**src/rtl/pri_enc_pkg.sv**
```systemverilog
// rtl/pri_enc_pkg.sv - shared constants and index-width helper for pri_enc_irq
package pri_enc_pkg;

  localparam logic PRI_FIXED = 1'b0;
  localparam logic PRI_RR    = 1'b1;

  function automatic int pri_enc_clog2(input int n);
    int r;
    r = 0;
    while ((1 << r) < n) r++;
    return r;
  endfunction

endpackage

```
**src/rtl/pri_enc_comb.sv**
```systemverilog
// rtl/pri_enc_comb.sv - combinational N-to-W highest-set-bit encoder with any-bit flag
module pri_enc_comb
  import pri_enc_pkg::*;
#(
  parameter  int N = 8,
  localparam int W = pri_enc_clog2(N)
) (
  input  logic [N-1:0] i_vec,
  output logic         o_any,
  output logic [W-1:0] o_idx
);

  always_comb begin
    o_any = |i_vec;
    o_idx = '0;
    for (int i = 0; i < N; i++) begin
      if (i_vec[i]) o_idx = W'(i);
    end
  end

endmodule

```
**src/rtl/pri_enc_irq.sv**
```systemverilog
// rtl/pri_enc_irq.sv - registered priority encoder with pending capture, mask and valid/ack
// Define PRI_ENC_RR_EN to add the i_rr port and round-robin pointer.
module pri_enc_irq
  import pri_enc_pkg::*;
#(
  parameter  int N = 8,
  localparam int W = pri_enc_clog2(N)
) (
  input  logic         i_clk,
  input  logic         i_rst,
  input  logic [N-1:0] i_req,
  input  logic [N-1:0] i_mask,
  input  logic         i_ack,
`ifdef PRI_ENC_RR_EN
  input  logic         i_rr,
`endif
  output logic         o_valid,
  output logic [W-1:0] o_y,
  output logic [N-1:0] o_pend
);

  logic [N-1:0] r_pend;
  logic         r_valid;
  logic [W-1:0] r_y;

  logic [N-1:0] w_clr;
  logic [N-1:0] w_pend_nxt;
  logic [N-1:0] w_cand;
  logic         w_sel;
  logic [N-1:0] w_enc_in;
  logic         w_any;
  logic [W-1:0] w_enc_idx;
  logic [W-1:0] w_win;

  // Set wins over clear because req is OR-ed in after the clear
  assign w_clr      = (r_valid && i_ack) ? (N'(1) << r_y) : '0;
  assign w_pend_nxt = (r_pend & ~w_clr) | i_req;
  assign w_cand     = w_pend_nxt & ~i_mask;
  assign w_sel      = !r_valid || i_ack;

`ifdef PRI_ENC_RR_EN
  logic [W-1:0] r_ptr;
  logic         w_rr_mode;
  logic [N-1:0] w_rot;

  function automatic int wrap_add(input int a, input int b);
    int s;
    s = a + b;
    if (s >= N) s = s - N;
    return s;
  endfunction

  assign w_rr_mode = (i_rr == PRI_RR);

  // Rotate so that cand[ptr] lands on the top bit and the search descends from ptr
  always_comb begin
    w_rot = '0;
    for (int j = 0; j < N; j++) begin
      w_rot[j] = w_cand[W'(wrap_add(int'(r_ptr) + 1, j))];
    end
  end

  assign w_enc_in = w_rr_mode ? w_rot : w_cand;
  assign w_win    = w_rr_mode ? W'(wrap_add(int'(r_ptr) + 1, int'(w_enc_idx))) : w_enc_idx;

  always_ff @(posedge i_clk or posedge i_rst) begin
    if (i_rst) begin
      r_ptr <= W'(N - 1);
    end else if (w_sel && w_any && w_rr_mode) begin
      r_ptr <= (w_win == '0) ? W'(N - 1) : w_win - 1'b1;
    end
  end
`else
  assign w_enc_in = w_cand;
  assign w_win    = w_enc_idx;
`endif

  pri_enc_comb #(.N(N)) u_enc (
    .i_vec (w_enc_in),
    .o_any (w_any),
    .o_idx (w_enc_idx)
  );

  always_ff @(posedge i_clk or posedge i_rst) begin
    if (i_rst) begin
      r_pend  <= '0;
      r_valid <= 1'b0;
      r_y     <= '0;
    end else begin
      r_pend <= w_pend_nxt;
      if (w_sel) begin
        r_valid <= w_any;
        r_y     <= w_any ? w_win : '0;
      end
    end
  end

  assign o_valid = r_valid;
  assign o_y     = r_y;
  assign o_pend  = r_pend;

endmodule

```
**config.mk**
```make
export PLATFORM = sky130hd
export DESIGN_NAME = pri_enc_irq
export DESIGN_NICKNAME = d
export VERILOG_FILES = /design/src/rtl/pri_enc_pkg.sv /design/src/rtl/pri_enc_comb.sv /design/src/rtl/pri_enc_irq.sv
export SDC_FILE = /design/constraint.sdc
export NUM_CORES = 1
export LEC_CHECK = 0
export ABC_CLOCK_PERIOD_IN_PS = 2000
export CAP_MARGIN = 10
export CORE_MARGIN = 10
export CORE_UTILIZATION = 42
export DETAILED_ROUTE_END_ITERATION = 8
export PLACE_DENSITY = 0.78
export RECOVER_POWER = 25
export SYNTH_ARGS = -nofsm -noshare
export SYNTH_HDL_FRONTEND = slang
export SYNTH_SLANG_ARGS = --single-unit
```
**constraint.sdc**
```tcl
create_clock -name i_clk -period 2 [get_ports i_clk]
set_clock_uncertainty 0.05 [all_clocks]
set_input_delay 0.4 -clock i_clk [delete_from_list [all_inputs] [get_ports i_clk]]
set_output_delay 0.4 -clock i_clk [all_outputs]
set_load 0.02 [all_outputs]
```
==> metrics.txt, run 1 <==
Routed WL per cell 14.7 um; largest net degree at the start of global routing 13; CP max stage delay 0.64 ns; Worst Tran Pin Value 0.478 ns; post-synth top area share 0.381; Critical Path Start Type register; Synth async-reset ratio 1.00; total track usage 0.107; leading area contributor after synthesis dfrtp_1; Initial Util 0.452; Cell variety after synth 37; max-slew violation count 0; Critical Path RT 1.55 ns; Mean Syn Cell Area 9.17 sq um; post-route antenna net violation count 0; Starting DRT DRC Count 29; final worst path period share 0.913; crit-path leading delay family buffers and inverters; DP HPWL 1720 um; top_reg_cell synth dfrtp_1; Post-CTS Setup Bufs 0; Area Overhead vs Synth 45.1%; H-Tree Depth 1; Final Setup Violations 0; cell area after synthesis 788 sq um; first-pass GRT wire length 3650 um; crit path DAT 1.38 ns; IO Pins 31; Fmax 548 MHz; # diodes 0; initial antenna violation count 0; Post-route DRC 0; Post-CTS Resized 0; dpl cell area 1110 sq um; number of synthesized flops with an enable pin 0; syn_nets 105; layout cells sized above 1 0.125; IO Port Bufs 30; Core ar. 1750 sq um; Worst slew margin 0.681; status finished clean; clock tree buffer depth 2; sequential-to-total area share from yosys stat 0.381; GRT overflow 0; vias in the first global route 838; RSZ-0062 raised after global routing no; die area 4010 sq um; worst hold slack 0.461 ns; die width 63.3 um; Die Y-Extent 63.3 um; Max rail drop VDD 0.391 mV; Leak 0.435 nW; kind of critical path register to output pin; max-cap check violation count 0; fin nets 140; Cells after Synth 86; Tmin final 1.83 ns; Synth warnings 0; CTS Buf Count 3; post-cts hold buffer count 0; worst min path class register to register; CTS tree built; top cells by area, synth dfrtp_1 (38%), a21o_1 (4.8%), nand2_1 (4.3%); Cell Rows 15; Final Hold Violating Endpoints 0; vias per cell 5.36; pwr/cell area 620 nW/um^2; slowest stage cell, crit path clkdlybuf4s50_1; CP Buf/Inv Count 1; worst path cell trace clkdlybuf4s50_1; Total Wirelength 2140 um; CP max FO 10; CTS clk-pin slew, worst paths 0.08 ns; post-synthesis register bit count 12; DR pass1 iterations 4; Sink Count 12; crit end category output pin; Clock Tree Root clkbuf_4; Clk Latency, worst-skew pair 0.27 ns; fin area 1140 sq um; Final Wtd Congestion 0.800; Vias 777
[power breakdown]
| group | leakage [nW] | switching (mW) | internal [mW] |
|---|---|---|---|
| sequential | 0.111 | 0.0230 | 0.260 |
| combinational | 0.303 | 0.112 | 0.119 |
| clock | 0.0210 | 0.0838 | 0.111 |
[routing by layer]
metal | share of wire | up-vias | routed length (um) | GRT usage
li1 | - | 387 | - | -
met1 | 0.45 | 362 | 966 | 0.130
met2 | 0.47 | 26 | 1010 | 0.168
met3 | 0.065 | 2 | 139 | 0.0406
met4 | 0.0089 | 0 | 19 | 0.0383
met5 | 0 | - | 0 | 0
[synthesized netlist by cell type (2+ instances only)]
| master | count |
|---|---|
| dfrtp_1 | 12 |
| a211oi_1 | 3 |
| nor4_1 | 2 |
| a21o_1 | 5 |
| nand3_1 | 3 |
| o22ai_1 | 2 |
| nand3b_1 | 2 |
| buf_6 | 2 |
| inv_1 | 5 |
| nor2_1 | 8 |
| nand2b_1 | 2 |
| nand2_1 | 9 |
| o21ba_2 | 2 |
| nor3_1 | 3 |
| a41oi_1 | 2 |
| nor3b_1 | 2 |
| o21bai_1 | 2 |
[final cells by class]
class | count | area, sq um
Tap cell | 25 | 31.3
Fill cell | 154 | 602
Multi-Input combinational cell | 65 | 425
Timing Repair Buffer | 34 | 330
Sequential cell | 12 | 302
Inverter | 5 | 18.8
Clock buffer | 4 | 36.3
[placed cells by master (no fill, tap or decap), types with 2 or more instances in the layout]
cell / instances
clkdlybuf4s50_1: 29
dfrtp_1: 11
nand2_1: 9
nor2_1: 8
inv_1: 5
a21o_1: 5
buf_4: 4
nor3_1: 3
a211oi_1: 3
nand3_1: 3
clkbuf_4: 3
nand2b_1: 2
o21bai_1: 2
a41oi_1: 2
nor3b_1: 2
nor4_1: 2
o21ba_2: 2
o22ai_1: 2
nand3b_1: 2
[worst paths after layout]
kind	from	to	slack, ns	depth (start not counted)
max	o_y[0]$_DFFE_PP0P_	o_y[0]	0.17	1
min	o_pend[4]$_DFF_PP0_	o_pend[4]$_DFF_PP0_	0.46	1
max reg2reg	o_y[1]$_DFFE_PP0P_	o_y[1]$_DFFE_PP0P_	0.33	5
min reg2reg	o_pend[4]$_DFF_PP0_	o_pend[4]$_DFF_PP0_	0.46	1
max in group asynchronous	i_rst	o_y[0]$_DFFE_PP0P_	1.03	2
min in group asynchronous	i_rst	o_y[2]$_DFFE_PP0P_	0.52	2
[flip-flops by register name, indices dropped and copies added (netlist names)]
name,flops
o_pend,8
o_y,3
o_valid,1
[cell families (layout without fill, tap and decap cells)]
group,count (synthesis),in the layout,share of synthesized area
and+or+nand+nor,37,37,0.246
AOI/OAI and AO/OA,27,27,0.281
DFF,12,12,0.381
buffers and inverters,9,43,0.0794
muxes,1,1,0.0127
[stage by stage]
step	utilization	TNS [ns]	setup slack, ns	std cells	power, mW
2_1_floorplan	-	0	0.359	86	0.419
3_3_place_gp	0.634	-0.00966	-0.00966	141	0.513
3_5_place_dp	0.634	-0.00135	-0.00135	141	0.517
4_1_cts	0.654	0	0.0712	145	0.714
5_1_grt	0.655	0	0.106	145	0.752
6_report	0.655	0	0.175	145	0.709
Note: power is estimated with default switching activity, not from simulation.
==> run 2: changes to the inputs <==
Settings changed: ABC_CLOCK_PERIOD_IN_PS 2000 to unset, CORE_UTILIZATION 42 to 44, CTS_BUF_LIST set to sky130_fd_sc_hd__clkbuf_2, PLACE_DENSITY 0.78 to 0.81.
==> run 2 against run 1 <==
  * First-iteration DRC count is 45% lower
  * Core utilization shrank 0.17 points
  * Global-route usage rose by 0.50 points
  * Critical path depth unchanged
  * Via count fell by 0.39%
  * Count of clock-buffer cells in the layout fell by 1
  * Clock power is 35% lower
  * Worst hold slack improved by 0.014 ns
  * Flip-flop and latch count stayed put
  * Critical path type unchanged
  * Highest routed layer unchanged
==> metrics.txt, run 2 (synthesis results as in run 1) <==
# diodes 0 (unchanged); IO Port Bufs 30 (unchanged); total track usage 0.112 (was 0.107); crit end category output pin (unchanged); hold wc startpoint o_pend[4]$_DFF_PP0_ (unchanged); vias per cell 5.41 (was 5.36); Final Hold Violating Endpoints 0 (unchanged); CP max stage delay 0.64 ns (about the same); Clock Tree Root clkbuf_2 (was clkbuf_4); first-pass GRT wire length 3730 um (was 3650 um); dpl cell area 1100 sq um (was 1110 sq um); commonest non-fill, non-tap cell in the layout clkdlybuf4s50_1 (unchanged); commonest cells after routing, fill and taps aside clkdlybuf4s50_1 (29), dfrtp_1 (10), nand2_1 (9), nor2_1 (8) (was clkdlybuf4s50_1 (29), dfrtp_1 (11), nand2_1 (9), nor2_1 (8)); Worst Tran Pin Value 0.482 ns (was 0.478 ns); CTS clk-pin slew, worst paths 0.13 ns (was 0.08 ns); IO Pins 31 (unchanged); Total Power 0.635 mW (was 0.709 mW); initial antenna violation count 0 (unchanged); Worst slew margin 0.678 (was 0.681); final worst path period share 0.922 (was 0.913); Core ar. 1710 sq um (was 1750 sq um); kind of critical path register to output pin (unchanged); Hold EP o_pend[4]$_DFF_PP0_ (unchanged); CP Buf/Inv Count 1 (unchanged); largest net degree at the start of global routing 13 (unchanged); DR pass1 iterations 4 (unchanged); fin area 1120 sq um (was 1140 sq um); layout cells sized above 1 0.119 (was 0.125); worst path cell trace clkdlybuf4s50_1 (unchanged); Area Overhead vs Synth 41.6% (was 45.1%); Sink Count 12 (unchanged); die width 62.3 um (was 63.3 um); Fmax 542 MHz (was 548 MHz); Routed WL per cell 15.0 um (was 14.7 um); fin nets 139 (was 140); FF-to-FF setup slack 0.40 ns (was 0.33 ns); vias in the first global route 839 (was 838); Max rail drop VDD 0.377 mV (was 0.391 mV); worst min path class register to register (unchanged); Vias 774 (was 777); Tmin final 1.84 ns (was 1.83 ns); R2R Path End o_valid$_DFFE_PP0P_ (was o_y[1]$_DFFE_PP0P_); max-cap check violation count 0 (unchanged); Post-CTS Resized 0 (unchanged); Die Y-Extent 62.3 um (was 63.3 um); Cell Rows 15 (unchanged); CTS tree built (unchanged); max-slew violation count 0 (unchanged); crit-path leading delay family buffers and inverters (unchanged); post-cts hold buffer count 0 (unchanged); pwr/cell area 569 nW/um^2 (was 620 nW/um^2); post-route antenna net violation count 0 (unchanged); Clk Latency, worst-skew pair 0.27 ns (about the same); status finished clean (unchanged); Total Wirelength 2140 um (about the same); Starting DRT DRC Count 16 (was 29); worst r2r src o_y[1]$_DFFE_PP0P_ (unchanged); GRT overflow 0 (unchanged); slowest stage cell, crit path clkdlybuf4s50_1 (unchanged); CP max FO 10 (unchanged); crit path DAT 1.39 ns (was 1.38 ns); die area 3880 sq um (was 4010 sq um); Post-route DRC 0 (unchanged); Critical Path Start Type register (unchanged); Initial Util 0.462 (was 0.452); Critical Path RT 1.55 ns (about the same); RSZ-0062 raised after global routing no (unchanged); H-Tree Depth 1 (unchanged); Post-CTS Setup Bufs 0 (unchanged); Leak 0.422 nW (was 0.435 nW); clock tree buffer depth 2 (unchanged); WHS Path Cells 1 (unchanged); CTS Buf Count 3 (unchanged); Final Wtd Congestion 0.815 (was 0.800); R2R cell count 5 (unchanged); DP HPWL 1740 um (was 1720 um); Final Setup Violations 0 (unchanged); max reg flops 8 (unchanged)
[run 2: power by group]
part           switching, mW  total, mW  internal [mW]
Combinational          0.105      0.221          0.116
Sequential            0.0270      0.288          0.261
Clock                 0.0853      0.126         0.0409
Total                  0.217      0.635          0.418
[run 2: routing by layer]
layer	routed length, um	vias up	share of wire	global-route usage
met5	0	-	0	0
met4	21	0	0.0098	0.0419
met3	177	4	0.083	0.0573
met2	994	20	0.46	0.178
met1	944	364	0.44	0.126
li1	-	386	-	-
[run 2: area by class of cell]
class	instances	area, sq um
clock buffer	3	15.0
fill	143	592
inverter	5	18.8
multi-input combinational	65	425
sequential	12	303
tap	25	31.3
timing repair buffer	33	323
[run 2: worst register-to-register path, stage by stage (launching register included)]
cell	delay (ns)
dfrtp_2	0.50
buf_4	0.18
nor3b_1	0.20
a211oi_1	0.13
nor4_1	0.31
nand3_1	0.11
[run 2: through the flow]
step | util | TNS, ns | setup WS [ns] | hold WS [ns] | std cells
after floorplan | - | 0 | 0.359 | 0.215 | 86
after global placement | 0.643 | 0 | 0.0179 | 0.435 | 140
after detailed placement | 0.643 | -0.0471 | -0.0253 | 0.449 | 140
after CTS | 0.652 | 0 | 0.0546 | 0.390 | 143
after global routing | 0.653 | 0 | 0.0847 | 0.518 | 143
final | 0.653 | 0 | 0.155 | 0.475 | 143
[run 2: worst max path at each step]
| stage | startpoint | to | slack [ns] | cells past startpoint |
|---|---|---|---|---|
| after floorplan | o_y[2]$_DFFE_PP0P_ | o_y[0]$_DFFE_PP0P_ | 0.36 | 5 |
| after global placement | i_ack | o_y[1]$_DFFE_PP0P_ | 0.02 | 5 |
| after detailed placement | i_ack | o_y[2]$_DFFE_PP0P_ | -0.03 | 5 |
| after CTS | o_y[1]$_DFFE_PP0P_ | o_y[1] | 0.05 | 1 |
| after global routing | o_y[1]$_DFFE_PP0P_ | o_y[1] | 0.08 | 1 |
| final | o_y[1]$_DFFE_PP0P_ | o_y[1] | 0.16 | 1 |
==> run 3: changes to the inputs <==
Settings changed: CAP_MARGIN 10 to unset.
==> results of run 3 <==
The final DEF is identical to that of run 2; final timing and power are the same.
